[src/rtl/scic_pkg.sv]
// Shared constants and FSM state encoding for the serial program loader.
package scic_pkg;

    localparam int unsigned SCIC_ADDR_W = 16;
    localparam int unsigned SCIC_DATA_W = 32;
    localparam int unsigned SCIC_CSUM_W = 8;

    typedef logic [2:0] state_t;

    localparam state_t StIdle  = 3'd0;
    localparam state_t StCntHi = 3'd1;
    localparam state_t StCntLo = 3'd2;
    localparam state_t StByte  = 3'd3;
    localparam state_t StWrite = 3'd4;
    localparam state_t StChk   = 3'd5;
    localparam state_t StDone  = 3'd6;
    localparam state_t StError = 3'd7;

endpackage

[src/rtl/prog_loader_if.sv]
// Byte-stream receive handshake plus memory write port of the program loader.
interface prog_loader_if;
    import scic_pkg::*;

    logic [7:0]             rx_data;
    logic                   rx_valid;
    logic                   rx_ready;
    logic [SCIC_ADDR_W-1:0] address;
    logic [SCIC_DATA_W-1:0] data_out;
    logic                   we;

    modport slave (
        input  rx_data, rx_valid,
        output rx_ready, address, data_out, we
    );

    modport master (
        output rx_data, rx_valid,
        input  rx_ready, address, data_out, we
    );

endinterface

[src/rtl/word_packer.sv]
// Four-byte MSB-first shift register; word_full marks the byte that completes a word.
module word_packer
    import scic_pkg::*;
(
    input  logic                   clock,
    input  logic                   reset,
    input  logic                   clear,
    input  logic                   shift_en,
    input  logic [7:0]             byte_in,
    output logic [SCIC_DATA_W-1:0] word,
    output logic                   word_full
);

    logic [SCIC_DATA_W-1:0] shift_q;
    logic [1:0]             cnt_q;

    always_ff @(posedge clock or posedge reset) begin
        if (reset) begin
            shift_q <= '0;
            cnt_q   <= '0;
        end else if (clear) begin
            shift_q <= '0;
            cnt_q   <= '0;
        end else if (shift_en) begin
            shift_q <= {shift_q[SCIC_DATA_W-9:0], byte_in};
            cnt_q   <= cnt_q + 2'd1;
        end
    end

    assign word      = shift_q;
    assign word_full = shift_en && (cnt_q == 2'd3);

endmodule

[src/rtl/prog_loader.sv]
// Serial program loader: count header, MSB-first words written from BASE_ADDR upward.
// Optional trailing checksum byte enabled by defining LOADER_CHECKSUM_EN.
module prog_loader
    import scic_pkg::*;
#(
    parameter logic [SCIC_ADDR_W-1:0] BASE_ADDR = 16'h0000
) (
    input  logic         clock,
    input  logic         reset,
    input  logic         start,
    prog_loader_if.slave bus,
    output logic         cpu_hold,
    output logic         busy,
    output logic         done,
    output logic         error
);

    state_t                 state_q, state_d;
    logic [SCIC_ADDR_W-1:0] count_q, index_q, address_q;
    logic [SCIC_DATA_W-1:0] data_q, word;
    logic [SCIC_ADDR_W-1:0] index_inc, write_addr;
    logic                   accept, load, shift_en, word_full, in_write, chk_state;

`ifdef LOADER_CHECKSUM_EN
    localparam state_t StFinish = StChk;
    logic [SCIC_CSUM_W-1:0] csum_q;
`else
    localparam state_t StFinish = StDone;
`endif

    assign accept     = bus.rx_valid && bus.rx_ready;
    assign shift_en   = accept && (state_q == StByte);
    assign index_inc  = index_q + 16'd1;
    assign write_addr = BASE_ADDR + index_q;
    assign in_write   = (state_q == StWrite);

`ifdef LOADER_CHECKSUM_EN
    assign load = start && (state_q inside {StIdle, StDone, StError});
`else
    assign load = start && (state_q inside {StIdle, StDone});
`endif

    word_packer u_word_packer (
        .clock     (clock),
        .reset     (reset),
        .clear     (load),
        .shift_en  (shift_en),
        .byte_in   (bus.rx_data),
        .word      (word),
        .word_full (word_full)
    );

    always_comb begin
        state_d = state_q;
        unique case (state_q)
            StIdle, StDone: if (start) state_d = StCntHi;
`ifdef LOADER_CHECKSUM_EN
            StError: if (start) state_d = StCntHi;
            StChk: if (accept) state_d = (bus.rx_data == csum_q) ? StDone : StError;
`endif
            StCntHi: if (accept) state_d = StCntLo;
            StCntLo: begin
                if (accept) begin
                    state_d = ({count_q[15:8], bus.rx_data} == 16'd0) ? StFinish : StByte;
                end
            end
            StByte:  if (word_full) state_d = StWrite;
            StWrite: state_d = (index_inc == count_q) ? StFinish : StByte;
            default: state_d = StIdle;
        endcase
    end

    always_ff @(posedge clock or posedge reset) begin
        if (reset) begin
            state_q   <= StIdle;
            count_q   <= '0;
            index_q   <= '0;
            address_q <= '0;
            data_q    <= '0;
        end else begin
            state_q <= state_d;
            if (load) begin
                count_q <= '0;
                index_q <= '0;
            end
            if (accept && (state_q == StCntHi)) count_q[15:8] <= bus.rx_data;
            if (accept && (state_q == StCntLo)) count_q[7:0]  <= bus.rx_data;
            // Capture the write so address/data_out keep showing it after WRITE.
            if (in_write) begin
                index_q   <= index_inc;
                address_q <= write_addr;
                data_q    <= word;
            end
        end
    end

`ifdef LOADER_CHECKSUM_EN
    always_ff @(posedge clock or posedge reset) begin
        if (reset) begin
            csum_q <= '0;
        end else if (load) begin
            csum_q <= '0;
        end else if (shift_en) begin
            csum_q <= csum_q + bus.rx_data;
        end
    end

    assign chk_state = (state_q == StChk);
    assign error     = (state_q == StError);
`else
    assign chk_state = 1'b0;
    assign error     = 1'b0;
`endif

    assign bus.rx_ready = (state_q inside {StCntHi, StCntLo, StByte}) || chk_state;
    assign bus.we       = in_write;
    assign bus.address  = in_write ? write_addr : address_q;
    assign bus.data_out = in_write ? word : data_q;

    assign busy     = bus.rx_ready || in_write;
    assign cpu_hold = busy || error;
    assign done     = (state_q == StDone);

endmodule
[src/flat_wrapper.sv]
// flat-port wrapper written by rule: the top's interface ports become plain ports
module prog_loader_flat import scic_pkg::*;
#(
    parameter logic [SCIC_ADDR_W-1:0] BASE_ADDR = 16'h0000
)
  (clock, reset, start, cpu_hold, busy, done, error, bus_rx_data, bus_rx_valid, bus_rx_ready, bus_address, bus_data_out, bus_we);
  prog_loader_if bus_i ();
  input  logic clock;
  input  logic reset;
  input  logic start;
  output logic cpu_hold;
  output logic busy;
  output logic done;
  output logic error;
  input wire logic [$bits(bus_i.rx_data)-1:0] bus_rx_data;
  input wire logic [$bits(bus_i.rx_valid)-1:0] bus_rx_valid;
  output wire logic [$bits(bus_i.rx_ready)-1:0] bus_rx_ready;
  output wire logic [$bits(bus_i.address)-1:0] bus_address;
  output wire logic [$bits(bus_i.data_out)-1:0] bus_data_out;
  output wire logic [$bits(bus_i.we)-1:0] bus_we;
  assign bus_i.rx_data = bus_rx_data;
  assign bus_i.rx_valid = bus_rx_valid;
  assign bus_rx_ready = bus_i.rx_ready;
  assign bus_address = bus_i.address;
  assign bus_data_out = bus_i.data_out;
  assign bus_we = bus_i.we;
  prog_loader #(.BASE_ADDR(BASE_ADDR)) u_core (.clock(clock), .reset(reset), .start(start), .bus(bus_i), .cpu_hold(cpu_hold), .busy(busy), .done(done), .error(error));
endmodule
[config.mk]
export PLATFORM = sky130hd
export DESIGN_NAME = prog_loader_flat
export DESIGN_NICKNAME = d
export VERILOG_FILES = /design/src/rtl/scic_pkg.sv /design/src/rtl/prog_loader_if.sv /design/src/rtl/word_packer.sv /design/src/rtl/prog_loader.sv /design/src/flat_wrapper.sv
export SDC_FILE = /design/constraint.sdc
export NUM_CORES = 1
export LEC_CHECK = 0
export CAP_MARGIN = 0
export CORE_MARGIN = 2
export CORE_UTILIZATION = 50
export DETAILED_ROUTE_END_ITERATION = 8
export PLACE_DENSITY = 0.76
export SLEW_MARGIN = 10
export SYNTH_ARGS = -nofsm -noshare
export SYNTH_HDL_FRONTEND = slang
export SYNTH_SLANG_ARGS = --single-unit
[constraint.sdc]
create_clock -name clock -period 3.2 [get_ports clock]
set_input_delay 0.32 -clock clock [delete_from_list [all_inputs] [get_ports clock]]
set_output_delay 0.32 -clock clock [all_outputs]
set_load 0.01 [all_outputs]
==> results by group, run 1 <==
GRT
  – Total GRT Usage: 0.240
  – Number of global-route vias before repair: 4,505
  – Pin count of the biggest net entering global routing: 53
  – First-pass GRT wire length: 21.9 mm
  – Initial antenna violation count: 0
  – Global route total overflow: 0

Logic synthesis
  – Post-synth EDFFs: 0
  – Post-Synth Adder-Cell Area: 0.00460
  – Cell area after synthesis: 5440 um^2
  – Largest family of logic cells by synthesized area: simple AND/OR/NAND/NOR gates
  – Warnings, synthesis: 0
  – Top cell type's share of synthesized area: 0.538
  – Synth Area in XOR/XNOR: 0.0322
  – Post-synthesis net count: 655
  – Largest cells by area after synthesis: dfrtp_1 54%, nand2_1 18%, a21oi_1 3.9%, o21ai_0 3.8%, clkbuf_1 2.1%
  – Unique masters post-synth: 52
  – Synth Area in Simple Gates: 0.257
  – Seq/Total Area, Yosys: 0.538
  – Synth area leader: dfrtp_1
  – Async SR Flop Fraction: 1.00
  – Avg Cell Area, Syn: 8.49 um^2
  – Post-synthesis compound-gate area fraction: 0.127
  – Post-Synthesis Cells: 641
  – #FFs+latches synth: 117
  – Main synth FF type: dfrtp_1
  – Mux cell area share after synthesis: 0

Pwr
  – VDD IR max: 0.000480 V
  – Lkg Pwr: 3.10 nW
  – Sequential power share: 0.389
  – Power share of the combinational group: 0.321
  – Psw: 2.02 mW
  – PD cells: 872 nW/um^2
  – Clock share of power: 0.289
  – Switching share of power: 0.345
  – Internal power: 3.83 mW

CTS
  – Num CTS Buffers: 17
  – Clk slew on worst S/H paths: 0.06 ns
  – Hold_buf cts: 0
  – Clk sink count: 117
  – CTS root buf: clkbuf_8
  – Post-CTS Setup Inserts: 0
  – CTS max path bufs: 2
  – # resized after CTS: 0
  – Clock latency at the later pin of the worst-skew pair: 0.52 ns
  – Htree depth: 4
  – CTS tree: built

Floorplanning
  – Core area: 10,700 um^2
  – Die area: 11,700 um^2
  – Die H: 108 um
  – Die width: 108 um
  – Core Rows: 38
  – Top Ports: 66
  – Starting density of the core: 0.506

Route
  – Post-route ant nets: 0
  – Initial DRC count: 402
  – Final wirelength: 13.2 mm
  – Detailed-route wire length per cell: 15.7 um
  – Number of remaining DRC errors: 0
  – DR vias: 4,701
  – First-pass DRT Iterations: 6
  – Post-DR vias/cell: 5.59

Setup path
  – Cell Chain, Critical Path: nor2_1 -> nand2_2 -> inv_1 -> buf_4 -> nand2_1 -> nand2_1 -> clkdlybuf4s50_1
  – CP Class: flop to output port
  – CP bufs+invs: 3
  – CP required: 2.88 ns
  – Largest fanout on the critical path: 31
  – Critical path's top delay family: buffers and inverters
  – Most common cell on crit path: nand2_1
  – Startpoint types: flop
  – WP data arrival: 2.63 ns
  – Worst setup EP type: output port
  – Slowest CP cell: clkdlybuf4s50_1
  – Crit-path max cell delay: 0.55 ns

Timing
  – RSZ-0062 raised after global routing: false
  – Period minus WS final: 2.95 ns
  – Max Slew Vio Count: 0
  – Actual slew at the worst max-slew pin: 0.968 ns
  – Rel. slew slack: 0.352
  – Period utilization: 0.922
  – Setup violations, final: 0
  – Final TNS setup: 0 ns
  – Fin Clk Skew: 0.00582 ns
  – Peak Freq: 339 MHz
  – Endpoints failing hold: 0

Finish
  – Post-layout net count: 703
  – Synth-to-Final Area Change: 23.3%
  – Design area: 6700 um^2
  – Layout cells sized above 1: 0.0685
  – N_diodes: 0

Outcome
  – Outcome: completed

Job
  – Max cap viols: 0

Placed design
  – Area after DPL: 6170 um^2
  – PortBufs: 64
  – Placer Congestion: 0.875
  – Dpl hpwl: 8.64 mm

Worst hold path
  – Tightest Hold Check Type: input port to async pin
-- power groups by stage --
stage / logic, mW / clock network (mW) / registers [mW]
after floorplan: 1.17 / 0 / 2.15
after global placement: 1.82 / 0 / 2.26
after detailed placement: 1.86 / 0 / 2.28
after CTS: 1.89 / 1.71 / 2.27
after global routing: 2.09 / 1.78 / 2.33
final: 1.88 / 1.69 / 2.28
-- flip-flops by register name, indices dropped and copies added (netlist names) --
name	cells
u_core.u_word_packer.cnt_q	2
u_core.state_q	3
u_core.count_q	16
u_core.address_q	16
u_core.data_q	32
u_core.u_word_packer.word	32
u_core.index_q	16
-- per-stage QoR --
step                      hold slack [ns]  power [mW]  utilization  setup slack, ns  std cells
final                               0.285        5.85        0.624            0.250        841
after floorplan                     0.437        3.32            -            0.993        641
after CTS                           0.296        5.87        0.624            0.259        841
after global placement              0.452        4.08        0.574            0.762        810
after global routing                0.335        6.20        0.624           0.0907        841
after detailed placement            0.460        4.14        0.574            0.719        810
-- cells in the final DEF (no fill, tap or decap), types with 6 or more instances in the layout --
cell type and instances:
a21oi_1 42, buf_4 10, clkbuf_16 16, clkdlybuf4s50_1 64, clkinv_2 6, dfrtp_1 117
inv_1 6, nand2_1 260, nand3_1 9, nand4_1 7, nor2_1 13, nor4_1 6
o21ai_0 41, xnor2_1 11, xor2_1 9
-- per-layer routing --
metal	GRT usage	wire [um]	share of wire	vias to the layer above
li1	-	-	-	2222
met1	0.335	5890	0.45	2260
met2	0.368	6120	0.46	191
met3	0.0524	880	0.067	28
met4	0.0907	293	0.022	0
met5	0	0	0	-
-- final cells by class --
cell class              count  area [um^2]
clock buffers              21          449
well taps                 140          175
clock inverters            10         82.6
multi-input cells         471         2300
fillers                   931         4040
inverters                   7         30.0
flip-flops and latches    117         2930
repair buffers             75          736
-- synthesized netlist by cell type (2+ instances only) --
cell type	n
nand2_1	261
dfrtp_1	117
a21oi_1	42
o21ai_0	41
clkbuf_1	31
nor2_1	13
xnor2_1	11
nand3_1	9
xor2_1	9
buf_2	7
inv_1	7
nand4_1	7
nor3_1	7
nor4_1	6
a31oi_1	5
o31ai_1	5
and4_1	4
buf_1	4
nor2b_1	4
o41ai_1	4
and3_1	3
buf_4	3
nand2b_1	3
o211ai_1	3
or3_1	3
a211o_1	2
a221oi_1	2
and2_1	2
ha_1	2
o22ai_1	2
-- worst reg2reg max path, cell delays in order (launching register included) --
cell	delay [ns]
dfrtp_1	0.51
ha_1	0.38
nand3_4	0.17
or3_4	0.46
or3_1	0.38
a211oi_1	0.24
nand4_1	0.14
a21boi_0	0.16
-- final timing paths --
kind	cells after the start	start	endpoint	slack, ns
max	7	u_core.state_q[0]$_DFFE_PP0P_	bus_data_out[0]	0.25
max in group asynchronous	3	reset	u_core.index_q[14]$_DFFE_PP0P_	2.01
min reg2reg	2	u_core.address_q[12]$_DFF_PP0_	u_core.address_q[12]$_DFF_PP0_	0.47
min in group clock	2	u_core.address_q[12]$_DFF_PP0_	u_core.address_q[12]$_DFF_PP0_	0.47
max reg2reg	7	u_core.index_q[0]$_DFFE_PP0P_	u_core.state_q[0]$_DFFE_PP0P_	0.64
min	2	reset	u_core.data_q[27]$_DFF_PP0_	0.28
-- cells by family after synthesis --
group | count (synthesis)
flops | 117
other cells | 1
buf+inv | 53
fa+ha+maj | 2
xor+xnor | 20
simple gates | 330
compound gates | 118
Note: power is estimated with default switching activity, not from simulation.
==> run 2: changes to the inputs <==
--- a/config.mk
+++ b/config.mk
@@ -9,8 +9,8 @@
 export CORE_MARGIN = 2
 export CORE_UTILIZATION = 50
 export DETAILED_ROUTE_END_ITERATION = 8
-export PLACE_DENSITY = 0.76
-export SLEW_MARGIN = 10
+export PLACE_DENSITY_LB_ADDON = 0.15
+export SLEW_MARGIN = 0
 export SYNTH_ARGS = -nofsm -noshare
 export SYNTH_HDL_FRONTEND = slang
 export SYNTH_SLANG_ARGS = --single-unit
==> run 2 against run 1 <==
Sequential share of layout area down 0.97 points. Total power grew 7.3%. Clock power rose by 27%. Maximum frequency is 0.60% lower. Sequential power about the same. Utilization up 1.4 points. Worst hold slack worse by 0.22 ns. Clock-buffer cell count is 2 lower. Critical path type unchanged. Largest cell class unchanged. Highest routed layer unchanged.
==> results by group, run 2 (synthesized netlist as in run 1, its figures left out) <==
Outcome
  – Outcome: completed

CTS
  – Post-CTS Setup Inserts: 0 (unchanged)
  – CTS max path bufs: 2 (unchanged)
  – Clk sink count: 117 (unchanged)
  – Hold_buf cts: 0 (unchanged)
  – Clock latency at the later pin of the worst-skew pair: 0.52 ns (about the same)
  – Num CTS Buffers: 17 (unchanged)
  – Htree depth: 4 (unchanged)
  – CTS tree: built
  – CTS root buf: clkbuf_8
  – Clk slew on worst S/H paths: 0.06 ns (about the same)

Route
  – DR top layer: met4
  – Post-DR vias/cell: 5.55 (-0.76%)
  – Detailed-route wire length per cell: 15.9 um (+1.7%)
  – Final wirelength: 13.4 mm (+1.8%)
  – Met3 Routed Length: 879 um (-0.11%)
  – Post-route ant nets: 0 (unchanged)
  – DR WL met2: 5.89 mm (-3.6%)
  – Metal1 wirelength: 6.46 mm (+9.8%)
  – DR vias: 4,671 (-0.64%)
  – Initial DRC count: 450 (+12%)
  – Number of remaining DRC errors: 0 (unchanged)
  – First-pass DRT Iterations: 5 (-1)

Pwr
  – VDD IR max: 0.000662 V (+38%)
  – PD cells: 915 nW/um^2 (+4.9%)
  – Sequential power share: 0.361 (-0.028)
  – Switching share of power: 0.324 (-0.0206)
  – Total power: 6.27 mW (+7.3%)
  – Psw: 2.03 mW (+0.91%)
  – Lkg Pwr: 3.17 nW (+2.1%)
  – Internal power: 4.24 mW (+11%)
  – Clock share of power: 0.341 (+0.052)
  – Power share of the combinational group: 0.298 (-0.023)

GRT
  – Number of global-route vias before repair: 4,446 (-1.3%)
  – First-pass GRT wire length: 22.6 mm (+3.3%)
  – Global route total overflow: 0 (unchanged)
  – Total GRT Usage: 0.250 (+0.0107)
  – Initial antenna violation count: 0 (unchanged)
  – Pin count of the biggest net entering global routing: 63 (+19%)

Finish
  – Synth-to-Final Area Change: 26.1%
  – N_diodes: 0 (unchanged)
  – Commonest non-fill, non-tap cell in the layout: nand2_1
  – Commonest non-fill, non-tap cells in the layout: 260 x nand2_1, 117 x dfrtp_1, 64 x clkdlybuf4s50_1
  – Post-layout net count: 703 (unchanged)
  – Fill cells: 917 (-1.5%)
  – Layout cells sized above 1: 0.0726 (+0.00418)

Timing
  – Rel. slew slack: 0.298 (-0.0542)
  – Endpoints failing hold: 0 (unchanged)
  – Period minus WS final: 2.97 ns (+0.0177 ns)
  – Final worst setup slack: 0.232 ns (-0.0177 ns)
  – Actual slew at the worst max-slew pin: 1.05 ns (+0.0810 ns)
  – Max Slew Vio Count: 0 (unchanged)
  – Peak Freq: 337 MHz (-0.60%)
  – Fin Clk Skew: 0.00605 ns (+0.000231 ns)
  – Period utilization: 0.927 (+0.00554)
  – Final TNS setup: 0 ns (unchanged)
  – Setup violations, final: 0 (unchanged)
  – RSZ-0062 raised after global routing: false

Setup path
  – WP data arrival: 2.65 ns (+0.02 ns)
  – Startpoint types: flop
  – CP required: 2.88 ns (about the same)
  – Worst setup EP type: output port
  – CP Class: flop to output port
  – Largest fanout on the critical path: 35 (+13%)

Floorplanning
  – Die area: 11,700 um^2 (unchanged)
  – Top Ports: 66 (unchanged)
  – Die width: 108 um (unchanged)
  – Die H: 108 um (unchanged)
  – Core Rows: 38 (unchanged)
  – Starting density of the core: 0.506 (unchanged)
  – Core area: 10,700 um^2 (unchanged)

Placed design
  – Dpl hpwl: 8.63 mm (about the same)
  – Setup WS pre-CTS: 0.646 ns (-0.0732 ns)
  – Placer Congestion: 0.883 (+0.83%)
  – PortBufs: 64 (unchanged)

Worst hold path
  – Tightest Hold Check Type: input port to async pin

Job
  – Max cap viols: 0 (unchanged)
## run 2: cell count changes in the layout (fill, tap and decap cells not counted), moves of 2 or more
cell,previous run,this run
clkinv_2,6,3
bufinv_16,1,6
buf_4,10,8
clkbuf_1,2,0
## run 2: worst max-delay path, cell delays in order (launching register included)
cell and delay [ns]:
dfrtp_1 0.52, nor2_1 0.32, nand2_2 0.12, inv_1 0.12
buf_6 0.29, nand2_1 0.10, nand2_1 0.10, clkdlybuf4s50_1 0.54
## run 2: what timing repair did
action                     4_1_cts  5_1_grt
hold endpoints to repair         0        0
gates resized for setup          0        1
setup endpoints to repair        0       15
## run 2: power groups by stage
stage / Clock, mW / Sequential, mW / Combinational, mW
2_1_floorplan: 0 / 2.15 / 1.17
6_report: 2.14 / 2.27 / 1.87
3_3_place_gp: 0 / 2.26 / 1.83
3_5_place_dp: 0 / 2.28 / 1.86
4_1_cts: 2.17 / 2.26 / 1.88
5_1_grt: 2.25 / 2.33 / 2.10
## run 2: worst paths after layout
path                       cells after the start  slack, ns                           from                                        end
max reg2reg                                    7       0.63  u_core.index_q[0]$_DFFE_PP0P_              u_core.state_q[0]$_DFFE_PP0P_
min                                            2       0.06                          reset  u_core.u_word_packer.word[26]$_DFFE_PP0P_
max                                            7       0.23  u_core.state_q[0]$_DFFE_PP0P_                           bus_data_out[31]
min reg2reg                                    2       0.47    u_core.data_q[17]$_DFF_PP0_                u_core.data_q[17]$_DFF_PP0_
min in group clock                             2       0.47    u_core.data_q[17]$_DFF_PP0_                u_core.data_q[17]$_DFF_PP0_
max in group asynchronous                      3       2.57                          reset              u_core.address_q[6]$_DFF_PP0_
## run 2: stage by stage
step / util / hold slack (ns) / cell area, um^2 / instances
finish: 0.638 / 0.0616 / 6860 / 842
global placement: 0.576 / 0.453 / 6180 / 810
global route: 0.638 / 0.0607 / 6860 / 842
CTS: 0.638 / 0.0437 / 6850 / 842
floorplan: - / 0.437 / 5440 / 641
detailed placement: 0.576 / 0.458 / 6180 / 810
## run 2: cell type report
| type | count | area, um^2 | share of cell area |
|---|---|---|---|
| flip-flops and latches | 117 | 2930 | 0.427 |
| multi-input cells | 471 | 2300 | 0.336 |
| repair buffers | 75 | 752 | 0.110 |
| clock buffers | 19 | 442 | 0.0644 |
| clock inverters | 13 | 226 | 0.0330 |
| well taps | 140 | 175 | 0.0255 |
| inverters | 7 | 30.0 | 0.00438 |
## run 2: routing by layer
metal,vias to the layer above,track usage
met4,0,0.0760
met3,20,0.0759
met1,2246,0.375
met2,171,0.349
met5,-,0
li1,2234,-
